**src/rtl/lcd_pkg.sv**
```systemverilog
// Shared constants and types for the LCD sign reader: active-area size,
// RGB565 pixel type, default colours and the per-request pipeline tag.
package lcd_pkg;
  localparam int H_ACTIVE = 480;
  localparam int V_ACTIVE = 272;
  localparam int COORD_W  = 11;

  typedef logic [15:0]        rgb565_t;
  typedef logic [COORD_W-1:0] coord_t;

  localparam rgb565_t COLOR_FG_DEF = 16'hFFFF;
  localparam rgb565_t COLOR_BG_DEF = 16'h0000;

  typedef struct packed {
    logic in_win;
    logic inv;
  } px_tag_t;
endpackage

```
**src/rtl/lcd_sign_reader_if.sv**
```systemverilog
// Pixel request / response and sign ROM bus between LCD timing and the sign reader.
interface lcd_sign_reader_if #(
  parameter int ADDR_WIDTH = 17
);
  import lcd_pkg::*;

  logic                  frame_start;
  logic                  pixel_req;
  coord_t                pixel_x;
  coord_t                pixel_y;
  logic                  invert;
  logic [ADDR_WIDTH-1:0] rom_addr;
  logic                  rom_data;
  rgb565_t               pixel_data;
  logic                  pixel_valid;
  logic                  addr_overrun;

  modport master (
    output frame_start, pixel_req, pixel_x, pixel_y, invert, rom_data,
    input  rom_addr, pixel_data, pixel_valid, addr_overrun
  );

  modport slave (
    input  frame_start, pixel_req, pixel_x, pixel_y, invert, rom_data,
    output rom_addr, pixel_data, pixel_valid, addr_overrun
  );
endinterface

```
**src/rtl/lcd_sign_addr_gen.sv**
```systemverilog
// Window compare and linear sign-ROM address generation, with a sticky flag for
// frames that request more in-window pixels than the sign holds.
module lcd_sign_addr_gen import lcd_pkg::*; #(
  parameter int ADDR_WIDTH = 17,
  parameter int IMG_X0     = 0,
  parameter int IMG_Y0     = 0,
  parameter int IMG_W      = 480,
  parameter int IMG_H      = 272
) (
  input  logic                  clk,
  input  logic                  rst,
  input  logic                  frame_start,
  input  logic                  pixel_req,
  input  coord_t                pixel_x,
  input  coord_t                pixel_y,
  output logic                  in_win,
  output logic [ADDR_WIDTH-1:0] rom_addr,
  output logic                  addr_overrun
);
  localparam coord_t                X0   = COORD_W'(IMG_X0);
  localparam coord_t                Y0   = COORD_W'(IMG_Y0);
  localparam coord_t                WW   = COORD_W'(IMG_W);
  localparam coord_t                HH   = COORD_W'(IMG_H);
  localparam logic [ADDR_WIDTH-1:0] LAST = ADDR_WIDTH'(IMG_W * IMG_H - 1);

  coord_t                dx, dy;
  logic [ADDR_WIDTH-1:0] cnt, base;
  logic                  hit, seen;

  // Unsigned offset wraps high when left of / above the window, so one compare per axis.
  assign dx     = pixel_x - X0;
  assign dy     = pixel_y - Y0;
  assign in_win = (dx < WW) && (dy < HH);
  assign base   = frame_start ? '0 : cnt;
  assign hit    = pixel_req && in_win;

  always_ff @(posedge clk or posedge rst) begin
    if (rst) begin
      cnt          <= '0;
      rom_addr     <= '0;
      seen         <= 1'b0;
      addr_overrun <= 1'b0;
    end else begin
      if (hit) begin
        rom_addr <= base;
        cnt      <= (base == LAST) ? '0 : base + ADDR_WIDTH'(1);
      end else if (frame_start) begin
        cnt <= '0;
      end
      if (frame_start)  seen <= hit;
      else if (hit)     seen <= 1'b1;
      // Counter back at zero without a new frame means the raster outran the sign.
      if (hit && !frame_start && seen && (base == '0)) addr_overrun <= 1'b1;
    end
  end
endmodule

```
**src/rtl/lcd_sign_reader.sv**
```systemverilog
// LCD sign reader: turns raster pixel requests into sign-ROM reads and RGB565
// pixels through a 3-stage pipeline (address, ROM read, colour).
module lcd_sign_reader import lcd_pkg::*; #(
  parameter int      ADDR_WIDTH = 17,
  parameter int      IMG_X0     = 0,
  parameter int      IMG_Y0     = 0,
  parameter int      IMG_W      = 480,
  parameter int      IMG_H      = 272,
  parameter rgb565_t FG_COLOR   = COLOR_FG_DEF,
  parameter rgb565_t BG_COLOR   = COLOR_BG_DEF
) (
  input logic               clk,
  input logic               rst,
  lcd_sign_reader_if.slave  bus
);
  localparam int STAGES = 3;

  if (IMG_W * IMG_H > (1 << ADDR_WIDTH)) begin : g_bad_addr
    $error("lcd_sign_reader: IMG_W*IMG_H exceeds ROM address space");
  end
  if ((IMG_X0 + IMG_W > H_ACTIVE) || (IMG_Y0 + IMG_H > V_ACTIVE)) begin : g_bad_win
    $error("lcd_sign_reader: window exceeds active area");
  end

  logic            in_win;
  logic [STAGES:1] vld_pipe;
  px_tag_t         tag_s1, tag_s2;
  logic            fg_sel;
  rgb565_t         pix;

  lcd_sign_addr_gen #(
    .ADDR_WIDTH (ADDR_WIDTH),
    .IMG_X0     (IMG_X0),
    .IMG_Y0     (IMG_Y0),
    .IMG_W      (IMG_W),
    .IMG_H      (IMG_H)
  ) u_addr (
    .clk          (clk),
    .rst          (rst),
    .frame_start  (bus.frame_start),
    .pixel_req    (bus.pixel_req),
    .pixel_x      (bus.pixel_x),
    .pixel_y      (bus.pixel_y),
    .in_win       (in_win),
    .rom_addr     (bus.rom_addr),
    .addr_overrun (bus.addr_overrun)
  );

  // Outside the window the ROM bit is ignored; invert alone picks the colour.
  assign fg_sel = tag_s2.in_win ? (bus.rom_data ^ tag_s2.inv) : tag_s2.inv;

  always_ff @(posedge clk or posedge rst) begin
    if (rst) begin
      vld_pipe <= '0;
      tag_s1   <= '0;
      tag_s2   <= '0;
      pix      <= BG_COLOR;
    end else begin
      vld_pipe <= {vld_pipe[STAGES-1:1], bus.pixel_req};
      tag_s1   <= '{in_win: in_win, inv: bus.invert};
      tag_s2   <= tag_s1;
      if (vld_pipe[STAGES-1]) pix <= fg_sel ? FG_COLOR : BG_COLOR;
    end
  end

  assign bus.pixel_data  = pix;
  assign bus.pixel_valid = vld_pipe[STAGES];
endmodule

```
**src/flat_wrapper.sv**
```systemverilog
// flat-port wrapper written by rule: the top's interface ports become plain ports
module lcd_sign_reader_flat import lcd_pkg::*;
#(
  parameter int      ADDR_WIDTH = 17,
  parameter int      IMG_X0     = 0,
  parameter int      IMG_Y0     = 0,
  parameter int      IMG_W      = 480,
  parameter int      IMG_H      = 272,
  parameter rgb565_t FG_COLOR   = COLOR_FG_DEF,
  parameter rgb565_t BG_COLOR   = COLOR_BG_DEF
)
  (clk, rst, bus_frame_start, bus_pixel_req, bus_pixel_x, bus_pixel_y, bus_invert, bus_rom_data, bus_rom_addr, bus_pixel_data, bus_pixel_valid, bus_addr_overrun);
  lcd_sign_reader_if #(.ADDR_WIDTH(ADDR_WIDTH)) bus_i ();
  input logic clk;
  input logic rst;
  input wire logic [$bits(bus_i.frame_start)-1:0] bus_frame_start;
  input wire logic [$bits(bus_i.pixel_req)-1:0] bus_pixel_req;
  input wire logic [$bits(bus_i.pixel_x)-1:0] bus_pixel_x;
  input wire logic [$bits(bus_i.pixel_y)-1:0] bus_pixel_y;
  input wire logic [$bits(bus_i.invert)-1:0] bus_invert;
  input wire logic [$bits(bus_i.rom_data)-1:0] bus_rom_data;
  output wire logic [$bits(bus_i.rom_addr)-1:0] bus_rom_addr;
  output wire logic [$bits(bus_i.pixel_data)-1:0] bus_pixel_data;
  output wire logic [$bits(bus_i.pixel_valid)-1:0] bus_pixel_valid;
  output wire logic [$bits(bus_i.addr_overrun)-1:0] bus_addr_overrun;
  assign bus_i.frame_start = bus_frame_start;
  assign bus_i.pixel_req = bus_pixel_req;
  assign bus_i.pixel_x = bus_pixel_x;
  assign bus_i.pixel_y = bus_pixel_y;
  assign bus_i.invert = bus_invert;
  assign bus_i.rom_data = bus_rom_data;
  assign bus_rom_addr = bus_i.rom_addr;
  assign bus_pixel_data = bus_i.pixel_data;
  assign bus_pixel_valid = bus_i.pixel_valid;
  assign bus_addr_overrun = bus_i.addr_overrun;
  lcd_sign_reader #(.ADDR_WIDTH(ADDR_WIDTH), .IMG_X0(IMG_X0), .IMG_Y0(IMG_Y0), .IMG_W(IMG_W), .IMG_H(IMG_H), .FG_COLOR(FG_COLOR), .BG_COLOR(BG_COLOR)) u_core (.clk(clk), .rst(rst), .bus(bus_i));
endmodule
```
**config.mk**
```make
export PLATFORM = sky130hd
export DESIGN_NAME = lcd_sign_reader_flat
export DESIGN_NICKNAME = d
export VERILOG_FILES = /design/src/rtl/lcd_pkg.sv /design/src/rtl/lcd_sign_reader_if.sv /design/src/rtl/lcd_sign_addr_gen.sv /design/src/rtl/lcd_sign_reader.sv /design/src/flat_wrapper.sv
export SDC_FILE = /design/constraint.sdc
export NUM_CORES = 1
export LEC_CHECK = 0
export CORE_ASPECT_RATIO = 2
export CORE_MARGIN = 2
export CORE_UTILIZATION = 43
export CTS_CLUSTER_SIZE = 14
export DETAILED_ROUTE_END_ITERATION = 6
export PLACE_DENSITY_LB_ADDON = 0.15
export SLEW_MARGIN = 10
export SYNTH_ARGS = -nofsm -noshare
export SYNTH_HDL_FRONTEND = slang
export SYNTH_HIERARCHICAL = 1
export SYNTH_SLANG_ARGS = --single-unit
```
**constraint.sdc**
```tcl
create_clock -name clk -period 1.8 [get_ports clk]
set_clock_uncertainty 0.05 [all_clocks]
set_input_delay 0.18 -clock clk [delete_from_list [all_inputs] [get_ports clk]]
set_output_delay 0.18 -clock clk [all_outputs]
set_load 0.02 [all_outputs]
```
# Word level (Yosys, flattened, before mapping)
# Cells that the tools add are included.
classes:
  addsub: 1
  order_cmp: 2
  n_eq_ne: 1
  n_mux: 7
  bitwise_logic: 1
  n_reduce_logical: 8
ops:
  columns: ["op", "n"]
  rows:
  - ["$mux 17", 3]
  - ["$lt 11x9->1 const B", 2]
  - ["$add 17x1->17 const B", 1]
  - ["$eq 17x17->1 const B", 1]
  - ["$logic_not 17->1", 1]
  - ["$mux 16", 1]
  - ["$logic_and 1x1->1", 5]
  - ["$mux 1", 3]
  - ["$reduce_bool 2->1", 1]
  - ["$logic_not 1->1", 1]
  - ["$xor 1x1->1", 1]
totals:
  reg_bits: 59
  input_bits: 28
  elab_cells: 30

# Longest topological paths before layout
logic_depth:
  ltp_word: 6
  depth_mapped: 10
  depth_no_buf: 8

# Cells and area by module
# Netlist, hierarchy kept.
by_module_without_submodules:
  columns: ["module", "n_inst", "cells_per_inst", "area_each_um2"]
  rows:
  - ["lcd_sign_addr_gen", 1, 205, 1831.8]
  - ["lcd_sign_reader", 1, 28, 344.1]

# Worst setup path after synthesis
# Ideal clock, no wire load.
synth_timing:
  path_type: "input to register"
  startpoint: "input port bus_frame_start"
  endpoint: "register u_core.u_addr.cnt[10]"
  setup_time_ns: 0.078
  arrival_time_ns: 1.992
  required_time_ns: 1.672
  slack_ns: -0.320
  cell_stages: 10
  path_cell_list: "buf_2 clkbuf_1 nand2b_1 inv_1 ha_1 nand3_1 or3_4 or2_1 or3_1 a21oi_1"
synth_between:
  elab_chain_len: 4
  elab_cells_between_ends: 5
  classes_between: "add/sub (1); eq/ne (1); mux (3)"
synth_rtl:
  columns: ["item", "line", "text"]
  rows:
  - ["start: declaration", "flat_wrapper.sv:16", "input wire logic [$bits(bus_i.frame_start)-1:0] bus_frame_start;"]
  - ["$mux 17 *", null, null]
  - ["net u_core.u_addr.base[1]", "lcd_sign_addr_gen.sv:27", "logic [ADDR_WIDTH-1:0] cnt, base;"]
  - ["$add 17x1->17 / $eq 17x17->1 (equally long branches)", "lcd_sign_addr_gen.sv:46", "cnt <= (base == LAST) ? '0 : base + ADDR_WIDTH'(1);"]
  - ["$mux 17 *", "lcd_sign_addr_gen.sv:46", null]
  - ["$mux 17 *", "lcd_sign_addr_gen.sv:44", "if (hit) begin"]
  - ["end signal: assignment", "lcd_sign_addr_gen.sv:46", null]
  - ["end: declaration", "lcd_sign_addr_gen.sv:27", null]
# The timed path passes the listed nets; every way through them passes the cells marked *.
# A chain may end at the register's enable or synchronous reset.

# Worst setup path in the final report
layout_timing:
  startpoint: "register u_core.u_addr.cnt[0]"
  endpoint: "register u_core.u_addr.cnt[10]"
layout_between:
  elab_chain_len: 4
  elab_cells_between_ends: 5
  classes_between: "add/sub (1); eq/ne (1); mux (3)"
layout_rtl:
  columns: ["item", "line"]
  rows:
  - ["$mux 17 *", null]
  - ["net u_core.u_addr.base[0]", "lcd_sign_addr_gen.sv:27"]
  - ["$add 17x1->17 / $eq 17x17->1 (equally long branches)", "lcd_sign_addr_gen.sv:46"]
  - ["$mux 17 *", "lcd_sign_addr_gen.sv:46"]
  - ["$mux 17 *", "lcd_sign_addr_gen.sv:44"]
# Marked as above.

==> results.sh <==
export IMPL_fill_cells=385
export IMPL_hpwl_mm=4.25
export IMPL_synthFlopType="dfrtp_1"
export IMPL_cp_required_ns=1.98
export IMPL_grt_pass1_vias=1929
export IMPL_place_inst=368
export IMPL_cts_tree="built"
export IMPL_synth_edf_count=0
export IMPL_place_area_sq_mm=0.00305
export IMPL_drc=0
export IMPL_layout_nets=354
export IMPL_powerDensity_mw_per_mm2=564
export IMPL_combPwrFrac_pct=13.0
export IMPL_overflow=0
export IMPL_synthCells=233
export IMPL_crit_family="simple AND/OR/NAND/NOR gates"
export IMPL_die_h_microns=105
export IMPL_arrival_ns=2.11
export IMPL_async_flop_share_pct=100
export IMPL_pwr_share_clk_pct=33.5
export IMPL_switchingPower_mw=0.459
export IMPL_grtUsageTotal_pct=21.8
export IMPL_crit_cells=8
export IMPL_vdd_ir_drop_max_uv=513
export IMPL_coreArea_sq_mm=0.00486
export IMPL_worstHoldPathType="in2async"
export IMPL_area_growth_pct=54.9
export IMPL_final_cell_area_sq_mm=0.00337
export IMPL_fin_cells=382
export IMPL_final_cell_mix="buf_4, clkdlybuf4s50_1, dfrtp_1"
export IMPL_status="finished with violations"
export IMPL_start_util_pct=44.7
export IMPL_slowest_stage="dfrtp_1"
export IMPL_clock_path_buffers=2
export IMPL_finalWorstSetupSlack_ns=-0.127
export IMPL_fin_setup_tns_ns=-0.343
export IMPL_drt_iter0_drc=24
export IMPL_ant_nets=0
export IMPL_worstPathCellList="nand2b_4 -> inv_4 -> ha_4 -> nand3_2 -> or3_4 -> or2_4 -> or3_1 -> a21oi_2"
export IMPL_fp_dieW_microns=54.3
export IMPL_drv_slew=0
export IMPL_p_leak_nw=1.52
export IMPL_p_int_mw=1.44
export IMPL_grt_pass1_wl_mm=9.09
export IMPL_antenna_found_initial=0
export IMPL_path_buf_inv=1
export IMPL_drive_above_1_share_pct=27.4
export IMPL_crit_fanout=2
export IMPL_clock_latency_ns=0.29
export IMPL_final_util_pct=69.3
export IMPL_yosysSeqAreaShare_pct=50.6
export IMPL_diodes=0
export IMPL_rr_startpoint="u_core/u_addr/cnt[0]$_DFF_PP0_"
export IMPL_rows=36
export IMPL_cts_root_buf="clkbuf_8"
export IMPL_hold_violations=0
export IMPL_portBuffers=53
export IMPL_yosysWarnings=6
export IMPL_slew_headroom_pct=67.9
export IMPL_ys_ff_latch=44
export IMPL_clock_sinks=44
export IMPL_grt_max_degree=37
export IMPL_fp_dieArea_sq_mm=0.00568
export IMPL_startpoint_type="flip-flop"
export IMPL_fmax_ghz=0.519
export IMPL_crit_type="reg2reg"
export IMPL_seqPwrFrac_pct=53.5
export IMPL_total_power_mw=1.90
export IMPL_h_tree_depth=2
export IMPL_worst_pin_slew_ns=0.481
export IMPL_clk_pin_slew_worst_paths_ns=0.08
export IMPL_finalCritPeriodShare_pct=107
export IMPL_drt_pass1_iterations=4
export IMPL_p_sw_share_pct=24.2
export IMPL_failed_checks="negative setup slack"
export IMPL_max_cap_viol_count=0
export IMPL_cts_made_buffers=5
export IMPL_io_pins=63
export IMPL_routabilityCongestion=0.903
export IMPL_synthesis_area_sq_mm=0.00218
export IMPL_max_stage_delay_ns=0.41
export IMPL_cp_end_kind="flip-flop"
export IMPL_setup_viol=9
export IMPL_vias=2035
export IMPL_detail_route_vias_per_cell=5.33
export IMPL_syn_num_nets=263
export IMPL_rr_worst_depth=8
export IMPL_routedWlPerCell_microns=15.3
export IMPL_final_common_cell="buf_4"
export IMPL_rsz0062_at_grt="true"
export IMPL_hold_buffers=0
export IMPL_avgSynthCellArea_sq_um=9.34
export IMPL_min_period_ns=1.93
export IMPL_startpoint="u_core/u_addr/cnt[0]$_DFF_PP0_"
export IMPL_yosysUniqueCellTypes=42
export IMPL_routed_wl_mm=5.86
[what timing repair did]
action,in CTS,in global routing
cloned,0,1
setup endpoints to repair,29,16
resized for setup,14,31
pin swaps,7,10
buffers inserted,3,2
[state kept, by name (all words and copies together), names as in the netlist]
name and cells:
u_core/bus.pixel_data 1, u_core/tag_s1 2, u_core/tag_s2 2, u_core/u_addr/addr_overrun 1, u_core/u_addr/cnt 17, u_core/u_addr/rom_addr 17, u_core/u_addr/seen 1, u_core/vld_pipe 3
[Yosys cell counts, types with 2 or more instances]
library cell | number | area, sq um
dfrtp_1 | 44 | 1100
nand2_1 | 37 | 139
o21ai_0 | 22 | 110
buf_4 | 16 | 120
inv_1 | 11 | 41.3
nand2b_1 | 11 | 68.8
nor2_1 | 11 | 41.3
nand3_1 | 7 | 35.0
nor4_1 | 7 | 43.8
a21oi_1 | 6 | 30.0
clkbuf_1 | 6 | 22.5
nor3_1 | 5 | 25.0
nand4_1 | 4 | 25.0
nor2b_1 | 4 | 25.0
or3_1 | 4 | 25.0
a31oi_1 | 3 | 18.8
o31ai_1 | 3 | 22.5
xnor2_1 | 3 | 26.3
and3_1 | 2 | 12.5
and4_1 | 2 | 17.5
ha_1 | 2 | 25.0
nand4b_1 | 2 | 17.5
o22ai_1 | 2 | 12.5
[layer usage]
layer	vias up	global-route usage, %	part of all wire, %
li1	973	-	-
met1	989	25.4	36
met2	64	38.6	58
met3	9	3.00	3.4
met4	0	6.96	1.9
met5	-	0	0
[cells by family after synthesis]
kind of cell	synth area share (%)
AO/OA/AOI/OAI	12.2
XOR/XNOR	1.61
adder cells (fa/ha/maj)	1.15
buffers and inverters	8.86
flip-flops	50.6
multiplexers	0.460
AND/OR/NAND/NOR	25.1
[power by group through the flow]
stage	logic [mW]	clock network [mW]	registers, mW
2_1_floorplan	0.139	0	1.04
3_3_place_gp	0.237	0	1.04
3_5_place_dp	0.239	0	1.04
4_1_cts	0.241	0.664	1.02
5_1_grt	0.269	0.687	1.02
6_report	0.247	0.636	1.02
[stage by stage]
stage	worst slack (ns)	hold slack [ns]
after CTS	-0.0975	0.120
after global routing	-0.179	0.142
final	-0.127	0.115
after floorplan	-0.192	-0.0543
after global placement	-0.463	0.287
after detailed placement	-0.529	0.290
[path summary, 6_finish.rpt]
path / to / slack (ns)
worst max-delay path: u_core/u_addr/cnt[10]$_DFF_PP0_ / -0.13
worst min-delay path: u_core/tag_s2[1]$_DFF_PP0_ / 0.11
worst max register to register: u_core/u_addr/cnt[10]$_DFF_PP0_ / -0.13
worst min register to register: u_core/tag_s2[0]$_DFF_PP0_ / 0.30
max in group asynchronous: u_core/u_addr/cnt[6]$_DFF_PP0_ / 1.07
min in group clk: u_core/tag_s1[1]$_DFF_PP0_ / 0.30
[final cells by class]
class	instances	area, sq um	area share, %
flip-flops and latches	44	1100	32.7
repair buffers	108	1000	29.8
clock buffers	7	86.3	2.56
clock inverters	1	7.51	0.223
inverters	11	43.8	1.30
multi-input cells	154	1050	31.3
well taps	57	71.3	2.12
No activity file was read; power rests on OpenSTA's default activity.
